===== config.mk =====
export PLATFORM = sky130hd
export DESIGN_NAME = bp_me_wb_master_flat
export DESIGN_NICKNAME = d
export VERILOG_FILES = /design/src/rtl/bp_me_wb_master_if.sv /design/src/rtl/bp_me_wb_master.sv /design/src/flat_wrapper.sv
export SDC_FILE = /design/constraint.sdc
export NUM_CORES = 1
export LEC_CHECK = 0
export ABC_AREA = 1
export CAP_MARGIN = 20
export CORE_AREA = 2 2 170 172
export CTS_CLUSTER_SIZE = 28
export DETAILED_ROUTE_END_ITERATION = 10
export DIE_AREA = 0 0 172 174
export PLACE_DENSITY = 0.74
export SYNTH_ARGS = -nofsm -noshare
export SYNTH_HDL_FRONTEND = slang
export SYNTH_HIERARCHICAL = 1
export SYNTH_SLANG_ARGS = --single-unit

===== constraint.sdc =====
create_clock -name clk_i -period 3.85 [get_ports clk_i]
set_input_delay 0.77 -clock clk_i [delete_from_list [all_inputs] [get_ports clk_i]]
set_output_delay 0.77 -clock clk_i [all_outputs]
set_load 0.02 [all_outputs]

===== src/rtl/bp_me_wb_master_if.sv =====
// Bundle of the BedRock mem_fwd/mem_rev channels and the Wishbone B4 classic
// master port that bp_me_wb_master bridges between.
// Header layout (LSB first): msg_type[3:0], size[2:0], addr[paddr-1:0], payload.
interface bp_me_wb_master_if
  #(parameter int paddr_width_p   = 40
   ,parameter int data_width_p    = 64
   ,parameter int payload_width_p = 16
   );

  localparam int hdr_width_lp        = 4 + 3 + paddr_width_p + payload_width_p;
  localparam int wbone_addr_width_lp = paddr_width_p - $clog2(data_width_p/8);

  // BedRock forward channel
  logic [hdr_width_lp-1:0]        mem_fwd_header_i;
  logic [data_width_p-1:0]        mem_fwd_data_i;
  logic                           mem_fwd_v_i;
  logic                           mem_fwd_ready_and_o;
  logic                           mem_fwd_last_i;

  // BedRock reverse channel
  logic [hdr_width_lp-1:0]        mem_rev_header_o;
  logic [data_width_p-1:0]        mem_rev_data_o;
  logic                           mem_rev_v_o;
  logic                           mem_rev_ready_and_i;
  logic                           mem_rev_last_o;

  // Wishbone classic master
  logic [wbone_addr_width_lp-1:0] adr_o;
  logic [data_width_p-1:0]        dat_o;
  logic                           cyc_o;
  logic                           stb_o;
  logic [data_width_p/8-1:0]      sel_o;
  logic                           we_o;
  logic [data_width_p-1:0]        dat_i;
  logic                           ack_i;

  // Bridge side
  modport master
    (input  mem_fwd_header_i, mem_fwd_data_i, mem_fwd_v_i, mem_fwd_last_i
           ,mem_rev_ready_and_i, dat_i, ack_i
    ,output mem_fwd_ready_and_o, mem_rev_header_o, mem_rev_data_o, mem_rev_v_o
           ,mem_rev_last_o, adr_o, dat_o, cyc_o, stb_o, sel_o, we_o
    );

  // Environment side (BedRock requester plus Wishbone slave)
  modport slave
    (output mem_fwd_header_i, mem_fwd_data_i, mem_fwd_v_i, mem_fwd_last_i
           ,mem_rev_ready_and_i, dat_i, ack_i
    ,input  mem_fwd_ready_and_o, mem_rev_header_o, mem_rev_data_o, mem_rev_v_o
           ,mem_rev_last_o, adr_o, dat_o, cyc_o, stb_o, sel_o, we_o
    );

endinterface


===== src/rtl/bp_me_wb_master.sv =====
// BedRock uncached command -> single-beat Wishbone B4 classic cycle -> BedRock
// response. One transaction in flight; every bus-facing control output is a
// decode of the state register, so there is no combinational input->output path.

// Protocol checker: flags commands the bridge cannot legally carry.
module bp_me_wb_master_chk
  #(parameter int data_width_p = 64)
  (input logic       clk_i
  ,input logic       reset_i
  ,input logic       fwd_fire_i
  ,input logic [3:0] msg_type_i
  ,input logic [2:0] size_i
  ,input logic [7:0] offset_i
  ,input logic       last_i
  );

  localparam logic [2:0] max_size_lp = 3'($clog2(data_width_p/8));

  uc_msg_only: assert property (@(posedge clk_i) disable iff (reset_i)
    fwd_fire_i |-> (msg_type_i == 4'b0010 || msg_type_i == 4'b0011));

  size_fits_bus: assert property (@(posedge clk_i) disable iff (reset_i)
    fwd_fire_i |-> (size_i <= max_size_lp));

  naturally_aligned: assert property (@(posedge clk_i) disable iff (reset_i)
    fwd_fire_i |-> ((offset_i & ((8'd1 << size_i) - 8'd1)) == 8'd0));

  single_beat: assert property (@(posedge clk_i) disable iff (reset_i)
    fwd_fire_i |-> last_i);

endmodule

module bp_me_wb_master
  #(parameter int paddr_width_p   = 40
   ,parameter int data_width_p    = 64
   ,parameter int payload_width_p = 16
   )
  (input logic               clk_i
  ,input logic               reset_i
  ,bp_me_wb_master_if.master bus
  );

  localparam int bytes_lp            = data_width_p / 8;
  localparam int byte_off_lp         = $clog2(bytes_lp);
  localparam int hdr_width_lp        = 4 + 3 + paddr_width_p + payload_width_p;
  localparam int wbone_addr_width_lp = paddr_width_p - byte_off_lp;
  localparam int size_lsb_lp         = 4;
  localparam int addr_lsb_lp         = 7;

  localparam logic [3:0] e_bedrock_mem_uc_wr = 4'b0011;

  typedef enum logic [1:0] {
    e_reset = 2'd0,
    e_ready = 2'd1,
    e_send  = 2'd2,
    e_resp  = 2'd3
  } state_e;

  state_e                  state_r, state_n;
  logic [hdr_width_lp-1:0] hdr_r;
  logic [data_width_p-1:0] wdata_r;
  logic [data_width_p-1:0] rdata_r;
  logic [bytes_lp-1:0]     sel_r;

  logic       fwd_fire_s;
  logic       ack_fire_s;
  logic       is_wr_s;
  logic [3:0] fwd_msg_s;
  logic [2:0] fwd_size_s;
  logic [7:0] fwd_off_s;
  logic [2:0] hdr_size_s;
  logic [7:0] hdr_off_s;

  // Byte offset of an address within one bus word.
  function automatic logic [7:0] byte_offset(input logic [7:0] addr_low);
    return addr_low & 8'(bytes_lp - 1);
  endfunction

  // Byte-lane mask: 2^size lanes starting at the byte offset.
  function automatic logic [bytes_lp-1:0] calc_sel(input logic [2:0] size,
                                                   input logic [7:0] off);
    logic [15:0] mask_v;
    logic [15:0] shifted_v;
    mask_v    = (16'd1 << (16'd1 << size)) - 16'd1;
    shifted_v = mask_v << off;
    return shifted_v[bytes_lp-1:0];
  endfunction

  // Move the addressed lanes down to lane 0 and replicate them across the bus.
  function automatic logic [data_width_p-1:0] calc_rdata(input logic [data_width_p-1:0] raw,
                                                         input logic [2:0]              size,
                                                         input logic [7:0]              off);
    logic [data_width_p-1:0] shifted_v;
    logic [data_width_p-1:0] result_v;
    int                      lane_mask_v;
    shifted_v   = raw >> {off, 3'b000};
    result_v    = '0;
    lane_mask_v = (1 << size) - 1;
    for (int i = 0; i < bytes_lp; i++) begin
      result_v[i*8 +: 8] = shifted_v[(i & lane_mask_v)*8 +: 8];
    end
    return result_v;
  endfunction

  assign fwd_msg_s  = bus.mem_fwd_header_i[3:0];
  assign fwd_size_s = bus.mem_fwd_header_i[size_lsb_lp +: 3];
  assign fwd_off_s  = byte_offset(bus.mem_fwd_header_i[addr_lsb_lp +: 8]);
  assign hdr_size_s = hdr_r[size_lsb_lp +: 3];
  assign hdr_off_s  = byte_offset(hdr_r[addr_lsb_lp +: 8]);
  assign is_wr_s    = (hdr_r[3:0] == e_bedrock_mem_uc_wr);

  assign fwd_fire_s = (state_r == e_ready) & bus.mem_fwd_v_i;
  assign ack_fire_s = (state_r == e_send) & bus.ack_i;

  // State register.
  always_ff @(posedge clk_i) begin
    if (reset_i) begin
      state_r <= e_reset;
    end else begin
      state_r <= state_n;
    end
  end

  // Next-state logic: accept, run the WB cycle until ack, hold the response until taken.
  always_comb begin
    state_n = state_r;
    case (state_r)
      e_reset: state_n = e_ready;
      e_ready: begin
        if (fwd_fire_s) begin
          state_n = e_send;
        end else begin
          state_n = e_ready;
        end
      end
      e_send: begin
        if (bus.ack_i) begin
          state_n = e_resp;
        end else begin
          state_n = e_send;
        end
      end
      e_resp: begin
        if (bus.mem_rev_ready_and_i) begin
          state_n = e_ready;
        end else begin
          state_n = e_resp;
        end
      end
      default: state_n = e_reset;
    endcase
  end

  // Command capture on accept and response data capture on ack.
  always_ff @(posedge clk_i) begin
    if (reset_i) begin
      hdr_r   <= '0;
      wdata_r <= '0;
      sel_r   <= '0;
      rdata_r <= '0;
    end else begin
      if (fwd_fire_s) begin
        hdr_r   <= bus.mem_fwd_header_i;
        wdata_r <= bus.mem_fwd_data_i;
        sel_r   <= calc_sel(fwd_size_s, fwd_off_s);
      end
      if (ack_fire_s) begin
        if (is_wr_s) begin
          rdata_r <= '0;
        end else begin
          rdata_r <= calc_rdata(bus.dat_i, hdr_size_s, hdr_off_s);
        end
      end
    end
  end

  assign bus.mem_fwd_ready_and_o = (state_r == e_ready);
  assign bus.cyc_o               = (state_r == e_send);
  assign bus.stb_o               = (state_r == e_send);
  assign bus.we_o                = (state_r == e_send) & is_wr_s;
  assign bus.adr_o               = hdr_r[addr_lsb_lp + byte_off_lp +: wbone_addr_width_lp];
  assign bus.dat_o               = wdata_r;
  assign bus.sel_o               = sel_r;
  assign bus.mem_rev_v_o         = (state_r == e_resp);
  assign bus.mem_rev_header_o    = hdr_r;
  assign bus.mem_rev_data_o      = rdata_r;
  assign bus.mem_rev_last_o      = 1'b1;

  bp_me_wb_master_chk #(.data_width_p(data_width_p)) chk
    (.clk_i      (clk_i)
    ,.reset_i    (reset_i)
    ,.fwd_fire_i (fwd_fire_s)
    ,.msg_type_i (fwd_msg_s)
    ,.size_i     (fwd_size_s)
    ,.offset_i   (fwd_off_s)
    ,.last_i     (bus.mem_fwd_last_i)
    );

endmodule


===== src/flat_wrapper.sv =====
// flat-port wrapper written by rule: the top's interface ports become plain ports
module bp_me_wb_master_flat 
#(parameter int paddr_width_p   = 40
   ,parameter int data_width_p    = 64
   ,parameter int payload_width_p = 16
   )
  (clk_i, reset_i, bus_mem_fwd_header_i, bus_mem_fwd_data_i, bus_mem_fwd_v_i, bus_mem_fwd_last_i, bus_mem_rev_ready_and_i, bus_dat_i, bus_ack_i, bus_mem_fwd_ready_and_o, bus_mem_rev_header_o, bus_mem_rev_data_o, bus_mem_rev_v_o, bus_mem_rev_last_o, bus_adr_o, bus_dat_o, bus_cyc_o, bus_stb_o, bus_sel_o, bus_we_o);
  bp_me_wb_master_if #(.paddr_width_p(paddr_width_p), .data_width_p(data_width_p), .payload_width_p(payload_width_p)) bus_i ();
  input logic clk_i;
  input logic reset_i;
  input wire logic [$bits(bus_i.mem_fwd_header_i)-1:0] bus_mem_fwd_header_i;
  input wire logic [$bits(bus_i.mem_fwd_data_i)-1:0] bus_mem_fwd_data_i;
  input wire logic [$bits(bus_i.mem_fwd_v_i)-1:0] bus_mem_fwd_v_i;
  input wire logic [$bits(bus_i.mem_fwd_last_i)-1:0] bus_mem_fwd_last_i;
  input wire logic [$bits(bus_i.mem_rev_ready_and_i)-1:0] bus_mem_rev_ready_and_i;
  input wire logic [$bits(bus_i.dat_i)-1:0] bus_dat_i;
  input wire logic [$bits(bus_i.ack_i)-1:0] bus_ack_i;
  output wire logic [$bits(bus_i.mem_fwd_ready_and_o)-1:0] bus_mem_fwd_ready_and_o;
  output wire logic [$bits(bus_i.mem_rev_header_o)-1:0] bus_mem_rev_header_o;
  output wire logic [$bits(bus_i.mem_rev_data_o)-1:0] bus_mem_rev_data_o;
  output wire logic [$bits(bus_i.mem_rev_v_o)-1:0] bus_mem_rev_v_o;
  output wire logic [$bits(bus_i.mem_rev_last_o)-1:0] bus_mem_rev_last_o;
  output wire logic [$bits(bus_i.adr_o)-1:0] bus_adr_o;
  output wire logic [$bits(bus_i.dat_o)-1:0] bus_dat_o;
  output wire logic [$bits(bus_i.cyc_o)-1:0] bus_cyc_o;
  output wire logic [$bits(bus_i.stb_o)-1:0] bus_stb_o;
  output wire logic [$bits(bus_i.sel_o)-1:0] bus_sel_o;
  output wire logic [$bits(bus_i.we_o)-1:0] bus_we_o;
  assign bus_i.mem_fwd_header_i = bus_mem_fwd_header_i;
  assign bus_i.mem_fwd_data_i = bus_mem_fwd_data_i;
  assign bus_i.mem_fwd_v_i = bus_mem_fwd_v_i;
  assign bus_i.mem_fwd_last_i = bus_mem_fwd_last_i;
  assign bus_i.mem_rev_ready_and_i = bus_mem_rev_ready_and_i;
  assign bus_i.dat_i = bus_dat_i;
  assign bus_i.ack_i = bus_ack_i;
  assign bus_mem_fwd_ready_and_o = bus_i.mem_fwd_ready_and_o;
  assign bus_mem_rev_header_o = bus_i.mem_rev_header_o;
  assign bus_mem_rev_data_o = bus_i.mem_rev_data_o;
  assign bus_mem_rev_v_o = bus_i.mem_rev_v_o;
  assign bus_mem_rev_last_o = bus_i.mem_rev_last_o;
  assign bus_adr_o = bus_i.adr_o;
  assign bus_dat_o = bus_i.dat_o;
  assign bus_cyc_o = bus_i.cyc_o;
  assign bus_stb_o = bus_i.stb_o;
  assign bus_sel_o = bus_i.sel_o;
  assign bus_we_o = bus_i.we_o;
  bp_me_wb_master #(.paddr_width_p(paddr_width_p), .data_width_p(data_width_p), .payload_width_p(payload_width_p)) u_core (.clk_i(clk_i), .reset_i(reset_i), .bus(bus_i));
endmodule

==> run summary <==
status: finished clean
WL per Instance: 17.3 um
CTS tree: built
dpl cells: 2,290
Netlist Area Pre-Place: 10,300 sq um
ordered cell list for the critical path: nor2_4 > nand2_2 > ha_1 > inv_1 > buf_4 > nor2_1 > nand2_1 > nand2_1 > nand2_1 > a21oi_1
critical path arrival: 3.40 ns
total length of routed wires: 40,300 um
Via density: 5.11
leakage power: 0.00614 uW
Critical Path Source: u_core/bus.mem_rev_header_o[4]$_SDFFE_PP0P_
post-synthesis adder-cell area fraction: 0.00243
clock sinks: 201
HP Class: flop to flop
clk_lat worst skew: 0.53 ns
mux share of post-synthesis cell area: 0
largest net degree at the start of global routing: 70
die span in y: 174 um
layout cell share with drive strength beyond 1: 0.0396
CTS buffer count: 23
Final Hold Fails: 0
compound-cell area share of the yosys netlist: 0.136
initial core utilization: 0.365
Power Dens Cells: 392 nW/um^2
Mean Syn Cell Area: 6.45 sq um
DRC Markers: 0
Non-Filler Instances: 2,329
Setup Crit Path Kind: flop to flop
Syn Inst Count: 1,597
Yosys reg bits: 201
sequential cell area fraction in the yosys report: 0.391
Peak VDD IR: 0.366 mV
Post-Synth Simple-Gate Area: 0.367
Worst-path clk slew: 0.06 ns
Die X-Extent: 172 um
RR Startpoint: u_core/bus.mem_rev_header_o[4]$_SDFFE_PP0P_
Pre-antenna DRT Iters: 6
hold path start: u_core/bus.mem_rev_header_o[56]$_SDFFE_PP0P_
top_reg_cell synth: dfxtp_1
skew final: 0.0106 ns
slew of the pin with the lowest slew margin: 1.12 ns
CP startpoint kind: flop
H-Tree Depth: 1
Fmax: 0.339 GHz
Final min period: 2.95 ns
Async SR Flop Fraction: 0
Synth Area in XOR/XNOR: 0.00352
hold_buf cts: 0
IO Port Bufs: 436
total power draw: 5950 uW
core area: 28,200 sq um
Critical-path top delay cell: ha_1
die area: 29,900 sq um
CTS root buffer: clkbuf_16
antenna-violating nets left: 0
DR top layer: met4
layout overhead on the synthesized area: 47.5%
Max-Cap Viols: 0
met2 wire length: 20,300 um
Buf/Inv on CP: 2
hold slack: 0.464 ns
clk buf depth: 3
RSZ-0062 raised after global routing: false
CP Capture Type: flop
global route overflow: 0
EDFF count, synth: 0
Worst slew margin: 0.252
global-route wire length before repair: 60,600 um
ANT cells: 0
synth warn: 6
initial drt markers: 1,095
commonest non-fill, non-tap cell in the layout: nand2_1
TNS Setup: 0 ns
Synth cell types: 38
Final #Nets: 2,130
Post-CTS Setup Bufs: 0
Slew Limit Fails: 0
final setup violation count: 0
slowest cell delay on critical path: 0.83 ns
post-CTS sizing: 0
num ports: 439
data required time at the worst endpoint: 4.29 ns
GPL Wtd Cong: 0.905
Crit path top cell by count: nand2_1
CP max FO: 31
Overall Global Routing Usage: 0.257
via count: 11,893
met3 wire len: 2990 um
CP top delay family: simple AND/OR/NAND/NOR gates
Final period util: 0.767
vias in the first global route: 11,202
Post-DP HPWL: 30,000 um
initial antenna violation count: 0
DRT met1 WL: 15,500 um
largest family of logic cells by synthesized area: simple AND/OR/NAND/NOR gates
Std-Cell Rows: 62
most frequent cells in the layout: nand2_1 (663), clkdlybuf4s50_1 (435), dfxtp_1 (200), a21oi_1 (194), nand3_1 (182)
==> final cells by class <==
class,count,area (sq um)
Fill cell,2771,13000
Multi-Input combinational cell,1200,5260
Timing Repair Buffer,453,4490
Sequential cell,201,4030
Clock buffer,34,667
Tap cell,384,480
Inverter,52,196
Clock inverter,5,67.6
==> final timing paths <==
kind                                                        to  depth (start not counted)  slack (ns)
hold reg to reg   u_core/bus.mem_rev_header_o[56]$_SDFFE_PP0P_                          2        0.46
hold / removal    u_core/bus.mem_rev_header_o[56]$_SDFFE_PP0P_                          2        0.46
setup / recovery    u_core/bus.mem_rev_data_o[63]$_SDFFE_PP0P_                         10        0.90
setup reg to reg    u_core/bus.mem_rev_data_o[63]$_SDFFE_PP0P_                         10        0.90
==> metrics by stage <==
stage / area, sq um / utilization / worst slack, ns
3_3_place_gp: 14500 / 0.512 / 1.02
4_1_cts: 15200 / 0.538 / 0.947
5_1_grt: 15200 / 0.538 / 0.654
2_1_floorplan: 10300 / - / 1.50
3_5_place_dp: 14500 / 0.512 / 0.983
6_report: 15200 / 0.538 / 0.896
==> cells in the mapped netlist (all sizes together), types with 2 or more instances <==
library cell	instances	area [sq um]
nand2	669	2530
dfxtp	201	4020
a21oi	195	980
nand3	182	911
buf	105	682
nor2	66	282
inv	50	188
o21ai	44	220
clkbuf	40	150
o211ai	9	67.6
a31oi	6	37.5
or2	5	31.3
a21boi	4	30.0
o22ai	4	25.0
a211oi	2	15.0
a22oi	2	15.0
clkinv	2	7.51
ha	2	25.0
nand3b	2	15.0
nand4	2	12.5
==> logic make-up after synthesis <==
kind of cell | count (synthesis)
flip-flops | 201
XOR/XNOR | 2
buffers and inverters | 197
other | 1
AND/OR/NAND/NOR | 926
AO/OA/AOI/OAI | 268
adder cells (fa/ha/maj) | 2
==> sequential cells by signal, indices dropped and copies added (netlist names) <==
name	flops
u_core/bus.dat_o	64
u_core/state_r	2
u_core/bus.mem_rev_header_o	63
u_core/bus.sel_o	8
u_core/bus.mem_rev_data_o	64
==> metal layers <==
metal | vias to the layer above | global-route usage
li1 | 5798 | -
met3 | 88 | 0.0533
met4 | 0 | 0.0977
met5 | - | 0
met1 | 5510 | 0.297
met2 | 497 | 0.461
==> worst min-delay path, cell delays in order, from the launching register on <==
cell and delay (ns):
dfxtp_1 0.31, nand2_1 0.06, a21oi_1 0.05
==> power by group <==
| group | switching [uW] | total [uW] | leakage (uW) | internal [uW] |
|---|---|---|---|---|
| Clock | 879 | 2140 | 0.000358 | 1270 |
| Combinational | 933 | 1560 | 0.00415 | 623 |
| Sequential | 68.9 | 2250 | 0.00163 | 2180 |
| Total | 1880 | 5950 | 0.00614 | 4070 |
Power figures use the tool's default switching activity.
